### src/rtl/logic_arb_pkg.sv
// Shared encodings for the two-requester logic-unit arbiter.
// The grant counters are only built when LOGIC_ARB_STATS_EN is defined.
package logic_arb_pkg;

    typedef enum logic [1:0] {
        OP_AND = 2'b00,
        OP_OR  = 2'b01,
        OP_XOR = 2'b10,
        OP_NOR = 2'b11
    } op_e;

    typedef enum logic {
        ST_EMPTY = 1'b0,
        ST_FULL  = 1'b1
    } buf_state_e;

    localparam int CNT_W = 16;
    localparam logic [CNT_W-1:0] CNT_MAX = {CNT_W{1'b1}};

    // Saturating increment: a counter at CNT_MAX stays there.
    function automatic logic [CNT_W-1:0] sat_inc(input logic [CNT_W-1:0] v);
        logic [CNT_W-1:0] n;
        if (v == CNT_MAX) begin
            n = v;
        end else begin
            n = v + {{(CNT_W-1){1'b0}}, 1'b1};
        end
        return n;
    endfunction

endpackage

### src/rtl/logic_unit_32bit.sv
// Bitwise AND/OR/XOR/NOR unit built from per-bit gate primitives.
// Purely combinational; the result is selected per bit by the op code.
module logic_unit_32bit
    import logic_arb_pkg::*;
#(
    parameter int WIDTH = 32
) (
    input  logic [WIDTH-1:0] a,
    input  logic [WIDTH-1:0] b,
    input  logic [1:0]       op,
    output logic [WIDTH-1:0] result
);

    logic [WIDTH-1:0] w_and;
    logic [WIDTH-1:0] w_or;
    logic [WIDTH-1:0] w_xor;
    logic [WIDTH-1:0] w_nor;

    genvar gi;
    generate
        for (gi = 0; gi < WIDTH; gi++) begin : g_bit
            and u_and (w_and[gi], a[gi], b[gi]);
            or  u_or  (w_or[gi],  a[gi], b[gi]);
            xor u_xor (w_xor[gi], a[gi], b[gi]);
            nor u_nor (w_nor[gi], a[gi], b[gi]);
            assign result[gi] = (op == OP_AND) ? w_and[gi] :
                                (op == OP_OR)  ? w_or[gi]  :
                                (op == OP_XOR) ? w_xor[gi] : w_nor[gi];
        end
    endgenerate

endmodule

### src/rtl/logic_unit_arbiter.sv
// Round-robin arbiter feeding a shared logic unit into a one-entry output buffer.
// Optional per-requester grant counters are enabled by LOGIC_ARB_STATS_EN.
module logic_unit_arbiter
    import logic_arb_pkg::*;
#(
    parameter int WIDTH = 32
) (
    input  logic             clk,
    input  logic             rst_n,
    input  logic             req0_valid,
    output logic             req0_ready,
    input  logic [1:0]       req0_op,
    input  logic [WIDTH-1:0] req0_a,
    input  logic [WIDTH-1:0] req0_b,
    input  logic             req1_valid,
    output logic             req1_ready,
    input  logic [1:0]       req1_op,
    input  logic [WIDTH-1:0] req1_a,
    input  logic [WIDTH-1:0] req1_b,
    output logic             rsp_valid,
    input  logic             rsp_ready,
    output logic             rsp_id,
    output logic [WIDTH-1:0] rsp_result
`ifdef LOGIC_ARB_STATS_EN
    ,
    output logic [CNT_W-1:0] grant_cnt0,
    output logic [CNT_W-1:0] grant_cnt1
`endif
);

    buf_state_e       r_state;
    logic             r_last_grant;
    logic             r_id;
    logic [WIDTH-1:0] r_result;

    logic             w_can_accept;
    logic             w_gnt0;
    logic             w_gnt1;
    logic             w_accept;
    logic [WIDTH-1:0] w_a;
    logic [WIDTH-1:0] w_b;
    logic [1:0]       w_op;
    logic [WIDTH-1:0] w_lu_result;

    // Grant selection: operands never influence ready, and reset forces both low.
    always_comb begin
        w_can_accept = (r_state == ST_EMPTY) || rsp_ready;
        w_gnt0       = 1'b0;
        w_gnt1       = 1'b0;
        if (rst_n && w_can_accept) begin
            if (req0_valid && req1_valid) begin
                w_gnt0 = r_last_grant;
                w_gnt1 = ~r_last_grant;
            end else if (req0_valid) begin
                w_gnt0 = 1'b1;
            end else if (req1_valid) begin
                w_gnt1 = 1'b1;
            end else begin
                w_gnt0 = 1'b0;
                w_gnt1 = 1'b0;
            end
        end else begin
            w_gnt0 = 1'b0;
            w_gnt1 = 1'b0;
        end
    end

    assign w_accept   = w_gnt0 | w_gnt1;
    assign w_a        = w_gnt1 ? req1_a  : req0_a;
    assign w_b        = w_gnt1 ? req1_b  : req0_b;
    assign w_op       = w_gnt1 ? req1_op : req0_op;

    assign req0_ready = w_gnt0;
    assign req1_ready = w_gnt1;
    assign rsp_valid  = (r_state == ST_FULL);
    assign rsp_id     = r_id;
    assign rsp_result = r_result;

    logic_unit_32bit #(
        .WIDTH (WIDTH)
    ) u_logic_unit (
        .a      (w_a),
        .b      (w_b),
        .op     (w_op),
        .result (w_lu_result)
    );

    // Output buffer FSM, result register and round-robin pointer.
    always_ff @(posedge clk) begin
        if (!rst_n) begin
            r_state      <= ST_EMPTY;
            r_last_grant <= 1'b1;
            r_id         <= 1'b0;
            r_result     <= {WIDTH{1'b0}};
        end else begin
            case (r_state)
                ST_EMPTY: begin
                    if (w_accept) begin
                        r_state <= ST_FULL;
                    end else begin
                        r_state <= ST_EMPTY;
                    end
                end
                ST_FULL: begin
                    if (w_accept) begin
                        r_state <= ST_FULL;
                    end else if (rsp_ready) begin
                        r_state <= ST_EMPTY;
                    end else begin
                        r_state <= ST_FULL;
                    end
                end
                default: begin
                    r_state <= ST_EMPTY;
                end
            endcase
            if (w_accept) begin
                r_id         <= w_gnt1;
                r_result     <= w_lu_result;
                r_last_grant <= w_gnt1;
            end else begin
                r_id         <= r_id;
                r_result     <= r_result;
                r_last_grant <= r_last_grant;
            end
        end
    end

`ifdef LOGIC_ARB_STATS_EN
    logic [CNT_W-1:0] r_cnt0;
    logic [CNT_W-1:0] r_cnt1;

    // Saturating counts of accepted transfers per requester.
    always_ff @(posedge clk) begin
        if (!rst_n) begin
            r_cnt0 <= {CNT_W{1'b0}};
            r_cnt1 <= {CNT_W{1'b0}};
        end else begin
            if (w_gnt0) begin
                r_cnt0 <= sat_inc(r_cnt0);
            end else begin
                r_cnt0 <= r_cnt0;
            end
            if (w_gnt1) begin
                r_cnt1 <= sat_inc(r_cnt1);
            end else begin
                r_cnt1 <= r_cnt1;
            end
        end
    end

    assign grant_cnt0 = r_cnt0;
    assign grant_cnt1 = r_cnt1;
`endif

endmodule

### config.mk
export PLATFORM = sky130hd
export DESIGN_NAME = logic_unit_arbiter
export DESIGN_NICKNAME = d
export VERILOG_FILES = /design/src/rtl/logic_arb_pkg.sv /design/src/rtl/logic_unit_32bit.sv /design/src/rtl/logic_unit_arbiter.sv
export SDC_FILE = /design/constraint.sdc
export NUM_CORES = 1
export LEC_CHECK = 0
export BUFFER_PORTS_ARGS = -buffer_cell sky130_fd_sc_hd__buf_4
export CAP_MARGIN = 20
export CORE_MARGIN = 1
export CORE_UTILIZATION = 50
export CTS_BUF_LIST = sky130_fd_sc_hd__clkbuf_8 sky130_fd_sc_hd__clkbuf_16
export CTS_CLUSTER_DIAMETER = 50
export CTS_CLUSTER_SIZE = 10
export DETAILED_ROUTE_END_ITERATION = 12
export PLACE_DENSITY = 0.79
export SYNTH_ARGS = -nofsm -noshare
export SYNTH_HDL_FRONTEND = slang
export SYNTH_HIERARCHICAL = 1
export SYNTH_SLANG_ARGS = --single-unit
### constraint.sdc
create_clock -name clk -period 4.5 [get_ports clk]
set_input_delay 0.45 -clock clk [delete_from_list [all_inputs] [get_ports clk]]
set_output_delay 0.45 -clock clk [all_outputs]
set_load 0.005 [all_outputs]
; ---- Word level (Yosys, flattened, before mapping)
; Cells that the tools add are included.
[word_totals]
ff_bits = 35
inputBits = 137
out_inout_bits = 36
[classes]
eq_ne = 2
mux = 110
bitwise_logic = 131
n_reduce_logical = 4
[ops]
columns = operator, count
row1 = two-way mux 1 bit, 106
row2 = two-way mux 32 bit, 2
row3 = inverter 1 bit, 34
row4 = bitwise OR 1 bit, 33
row5 = bitwise AND 1 bit, 32
row6 = bitwise XOR 1 bit, 32
row7 = "== test 2 x 1 -> 1 bit, second input constant", 1
row8 = "== test 2 bit, second input constant", 1
row9 = logical AND 1 bit, 2
row10 = logical NOT 2 bit, 1
row11 = two-way mux 2 bit, 1
row12 = one-hot mux 1 bit (2 select lines), 1
row13 = logical OR 1 bit, 1

; ---- Depth between registers and ports, before layout
[logic_depth]
depth_word = 10
mapped_depth = 12
ltp_nobuf = 9

; ---- By module
; The synthesis kept the hierarchy.
[modules_own_cells]
columns = module, instances, cells_each, area_per_inst_um2
row1 = logic_unit_32bit, 1, 232, 2386.0
row2 = logic_unit_arbiter, 1, 238, 2232.1

; ---- Worst setup path after synthesis
; Ideal clock, no wire load.
[synth_timing]
path_type = input-to-reg
from = input port rsp_ready
to = register r_result[15], in the netlist rsp_result[15]
setup_ps = 121
arrival_ps = 2371
path_slack_ps = 2008
stages = 11
cell_sequence = nand2b_1 -> buf_4 -> nand4_4 -> buf_6 -> buf_6 -> mux2_4 -> inv_1 -> ha_1 -> mux4_1 -> nand4_1 -> o21ai_0
[synth_via]
elab_chain_cells = 9
word_cells_on_any_way = 18
[synth_rtl]
columns = element, line
row1 = start: declaration, logic_unit_arbiter.sv:21  ; input logic rsp_ready,
row2 = logical OR 1 bit *, logic_unit_arbiter.sv:47  ; w_can_accept = (r_state == ST_EMPTY) || rsp_ready;
row3 = logical AND 1 bit *, logic_unit_arbiter.sv:50  ; if (rst_n && w_can_accept) begin
row4 = two-way mux 1 bit *, logic_unit_arbiter.sv:50
row5 = two-way mux 32 bit *, logic_unit_arbiter.sv:70  ; assign w_b = w_gnt1 ? req1_b : req0_b;
row6 = named net w_b[15], logic_unit_arbiter.sv:41  ; logic [WIDTH-1:0] w_b;
row7 = bitwise OR 1 bit, "logic_unit_32bit.sv:23, logic_unit_32bit.sv:25"
row8 = inverter 1 bit, logic_unit_32bit.sv:25  ; nor u_nor (w_nor[gi], a[gi], b[gi]);
row9 = two-way mux 1 bit, logic_unit_32bit.sv:28  ; (op == OP_XOR) ? w_xor[gi] : w_nor[gi];
row10 = two-way mux 1 bit, logic_unit_32bit.sv:27  ; (op == OP_OR) ? w_or[gi] :
row11 = two-way mux 1 bit *, logic_unit_32bit.sv:26  ; assign result[gi] = (op == OP_AND) ? w_and[gi] :
row12 = named net w_lu_result[15], logic_unit_arbiter.sv:43  ; logic [WIDTH-1:0] w_lu_result;
row13 = end signal: assignment, logic_unit_arbiter.sv:94  ; r_result <= {WIDTH{1'b0}};
row14 = end signal: assignment, logic_unit_arbiter.sv:119  ; r_result <= w_lu_result;
row15 = end signal: assignment, logic_unit_arbiter.sv:123  ; r_result <= r_result;
row16 = end: declaration, logic_unit_arbiter.sv:34  ; logic [WIDTH-1:0] r_result;
; The timed path passes the listed nets; every way through them passes the cells marked *.
; A chain may end at the register's enable or synchronous reset.

; ---- Worst setup path after layout
[layout_timing]
from = register r_state, in the netlist rsp_valid
to = register r_result[31], in the netlist rsp_result[31]
[layout_via]
word_cells_on_any_way = 19
[layout_rtl]
columns = element, line
row1 = start: declaration, logic_unit_arbiter.sv:31  ; buf_state_e r_state;
row2 = start signal: assignment, logic_unit_arbiter.sv:91  ; r_state <= ST_EMPTY;
row3 = start signal: assignment, logic_unit_arbiter.sv:99  ; r_state <= ST_FULL;
row4 = start signal: assignment, logic_unit_arbiter.sv:101  ; r_state <= ST_EMPTY;
row5 = inverter 1 bit *, n/a
row6 = logical OR 1 bit *, logic_unit_arbiter.sv:47
row7 = logical AND 1 bit *, logic_unit_arbiter.sv:50
row8 = two-way mux 1 bit *, logic_unit_arbiter.sv:50
row9 = two-way mux 2 bit *, logic_unit_arbiter.sv:71  ; assign w_op = w_gnt1 ? req1_op : req0_op;
row10 = named net w_op[0], logic_unit_arbiter.sv:42  ; logic [1:0] w_op;
row11 = == test 2 bit, logic_unit_32bit.sv:28
row12 = two-way mux 1 bit, logic_unit_32bit.sv:28
row13 = two-way mux 1 bit, logic_unit_32bit.sv:27
row14 = two-way mux 1 bit *, logic_unit_32bit.sv:26
row15 = named net w_lu_result[31], logic_unit_arbiter.sv:43
; Marks and branches as above.

==> out/results.txt <==
Global-route usage over all layers: 22.5%. Based on the critical path, the design can be clocked at up to 336 MHz. The post-synthesis net count came out at 703. CTS built an H-tree with a depth of 2. The xor and xnor fraction of the mapped netlist area was 0%; the average detailed-routed wire length per instance was 14.8 µm. Of the total synthesized cell area, the portion taken by full adders, half adders and majority gates is 26.0%. The number of warnings issued by yosys was 6. The synthesis-to-layout area growth works out to 29.6%.

At the end of the flow the core is filled with cells to 67.6%. In this run the critical register-to-register path is launched from rsp_valid. After synthesis the netlist holds a flip-flop and latch count of 35. The library cell used as clock root buffer is sky130_fd_sc_hd__clkbuf_8. Pre-CTS worst setup slack: 1250 ps. The total via count in the routed design was 3,884. The number of gates resized after CTS was 0. Combinational family with the most area after synthesis: multiplexers. The clock skew after layout was 3.12 ps; the iteration-0 DRC count of the detailed router was 140. In the final layout, the share of cells above drive strength 1 is 46.0%.

The overall die width was 98.1 µm. The number of hold buffers added after cts is 0. In this run the most critical hold path is launched from rsp_result[1].

The worst path uses 66.2% of the clock period. Depth of the worst register-to-register path: 7. The floorplan has 34 rows. The share of the Yosys chip area taken by registers is 15.2%. The initial antenna violation count came out at 0.

The number of buffers inserted by port buffering was 172; the count of nets left with antenna violations after detail routing was 0. Data on the critical path is required at its endpoint by 4650 ps. The antenna cell count was 0. The critical setup path kind is flip-flop to flip-flop. The tools report the setup total negative slack as 0 ps. The tightest hold path in the finished design has a slack of 466 ps.

Summed over all instances, the cell type with the most area after synthesis is sky130_fd_sc_hd__ha_1. The worst hold path passes through 2 cells. Setup slack on the worst reg-to-reg path comes out at 1520 ps. Leaving out fill and tap cells, the most frequent cell in the layout is sky130_fd_sc_hd__buf_4. The total area inside the core boundary comes to 0.00885 mm². The logs give 0 for the global route total overflow and 1520 ps for the final critical-path setup slack. The floorplan step defined a die boundary enclosing 0.00962 mm². The setup violation total in the final timing report was 0; the power per cell area was 201 mW/mm².

After legalization and detailed placement, the total HPWL measured 8220 µm. In the layout the commonest cells are sky130_fd_sc_hd__buf_4, sky130_fd_sc_hd__inv_1, sky130_fd_sc_hd__ha_1. For this block, the routed nets add up to 10,800 µm of wire. During I/O placement, the number of pins put on the boundary was 173. The buffers inserted during post-CTS setup optimization came out at 0. The checks that failed: design-rule violations.

In the routed layout, each cell is associated on average with a via count of 5.32. The critical-path maximum fanout was 32; the synthesized-area fraction occupied by and/or/nand/nor cells was 8.29%. Counting the buffers created by CTS gives 5. Yosys attributes the largest share of cell area to sky130_fd_sc_hd__ha_1, sky130_fd_sc_hd__dfxtp_1, sky130_fd_sc_hd__mux4_2, sky130_fd_sc_hd__mux2_2, sky130_fd_sc_hd__inv_1. Counting distinct cell types in the post-synthesis netlist gives 26. The clock reaches the later pin of the worst-skew pair after 280 ps.

Measured against its own limit, the worst slew margin works out to 53.7%. The tools report the cell count after synthesis as 470. The first global-routing pass estimated 17,600 µm of wire. In this run the static leakage power is 3.16 nW. The via count of the first global-routing pass came out at 3,981.

The flow ran to the end, but the final reports show violations. Global routing used 25.8% of the available met1 tracks. Counting I/O delays and the setup requirement, the final critical path takes 2980 ps. The run gives 52.2% as the initial cell density of the core.

TritonCTS built the clock tree. The run gives 42.9% as the routing usage on met2. For this run, design rule violations remaining after detail routing come to 13. met2 is the most crowded layer. The max capacitance violation total came out at 0. The sort of element at the end of the critical path is a flip-flop. The worst hold path terminates at rsp_result[1]. The final count of pins violating max slew was 0; the number of clock sinks seen by CTS was 35. In this run the critical register-to-register path is captured at rsp_result[31]. The logs give 120 µV for the maximum vdd drop and 0.00462 mm² for the area of the mapped netlist. The portion of synthesized area spent on multiplexers is 33.2%. At the pin with the least slew margin, the transition time is 695 ps. The critical path startpoint category was a flip-flop. The maximum number of pins on one net before global-route repair was 70.

The count of nets after finishing is 854, and the detailed-routing iteration count for the pre-antenna-repair pass is 9. The run gives 0.750 as the placer's final routability congestion estimate. The per-instance average area after synthesis was 9.83 µm². The die is 98.1 µm tall. The arrival time of the worst setup path was 3130 ps; the compound-gate portion of the synthesized area was 4.20%. After clock tree synthesis, the clock-pin slew on the worst setup and hold paths is 80 ps. Setup repair after global routing left no endpoint under its margin. In this run the biggest area consumer among cell types represents 26.0% of the synthesized area. The total count of hold-check failures in the final report was 0; the number of buffers between clock root and the deepest sink was 2. The class of the tightest hold or removal check was flip-flop to flip-flop. Global routing consumed, on the met3 layer, 4.08% of the routing resources.
## per-stage QoR
step | area [µm²] | power (mW) | std cells
after global routing | 5990 | 1.28 | 730
after global placement | 5870 | 0.881 | 722
after detailed placement | 5870 | 0.913 | 722
after floorplan | 4620 | 0.699 | 470
after CTS | 5990 | 1.22 | 730
final | 5990 | 1.21 | 730
## registers in the layout (all words and copies together), names as in the netlist
signal        flops
rsp_result       32
rsp_id            1
r_last_grant      1
rsp_valid         1
## worst max path at each step
stage | slack, ps | from | endpoint | cells past startpoint
2_1_floorplan | 2010 | rsp_ready | rsp_result[15] | 11
3_3_place_gp | 1330 | rsp_ready | rsp_result[6] | 8
3_5_place_dp | 1250 | req0_valid | rsp_result[31] | 8
4_1_cts | 1490 | rsp_valid | rsp_result[31] | 7
5_1_grt | 1320 | rsp_valid | rsp_result[31] | 7
6_report | 1520 | rsp_valid | rsp_result[31] | 7
## report_power, final
| part | switching [mW] | total, mW | internal [mW] |
|---|---|---|---|
| clock network | 0.119 | 0.298 | 0.179 |
| registers | 0.0247 | 0.376 | 0.351 |
| logic | 0.222 | 0.531 | 0.309 |
## cells in the mapped netlist, drive strengths merged
library cell	n
a21boi	1
a21oi	1
and3	2
buf	19
clkbuf	15
dfxtp	35
ha	96
inv	98
mux2	66
mux4	32
nand2	34
nand2b	1
nand4	33
nor2	1
o2111a	1
o21ai	34
or2	1
## logic make-up (layout without fill, tap and decap cells)
logic type               count (synthesis)  count (layout)
AO/OA/AOI/OAI                           37              37
buffers and inverters                  132             284
multiplexers                            98              98
AND/OR/NAND/NOR                         72              72
adder cells (fa/ha/maj)                 96              96
flip-flops                              35              35
## area by class of cell
cell class	count	area, µm²
multi-input combinational	303	3320
fill	682	2860
timing repair buffer	178	1350
sequential	35	701
inverter	98	368
tap	108	135
clock buffer	6	82.6
clock inverter	2	35.0
## worst max-delay path: stages (launching register included)
cell,delay (ps)
sky130_fd_sc_hd__dfxtp_1,340
sky130_fd_sc_hd__nand2b_2,130
sky130_fd_sc_hd__nand4_4,520
sky130_fd_sc_hd__buf_4,480
sky130_fd_sc_hd__mux2_4,590
sky130_fd_sc_hd__mux4_2,560
sky130_fd_sc_hd__nand4_1,80
sky130_fd_sc_hd__o21ai_0,110
## routing by layer
layer	vias up	share of wire [%]
met4	0	0.71
met2	165	53
li1	1887	-
met3	8	7.9
met5	-	0
met1	1824	38
Note: power is estimated with default switching activity, not from simulation.
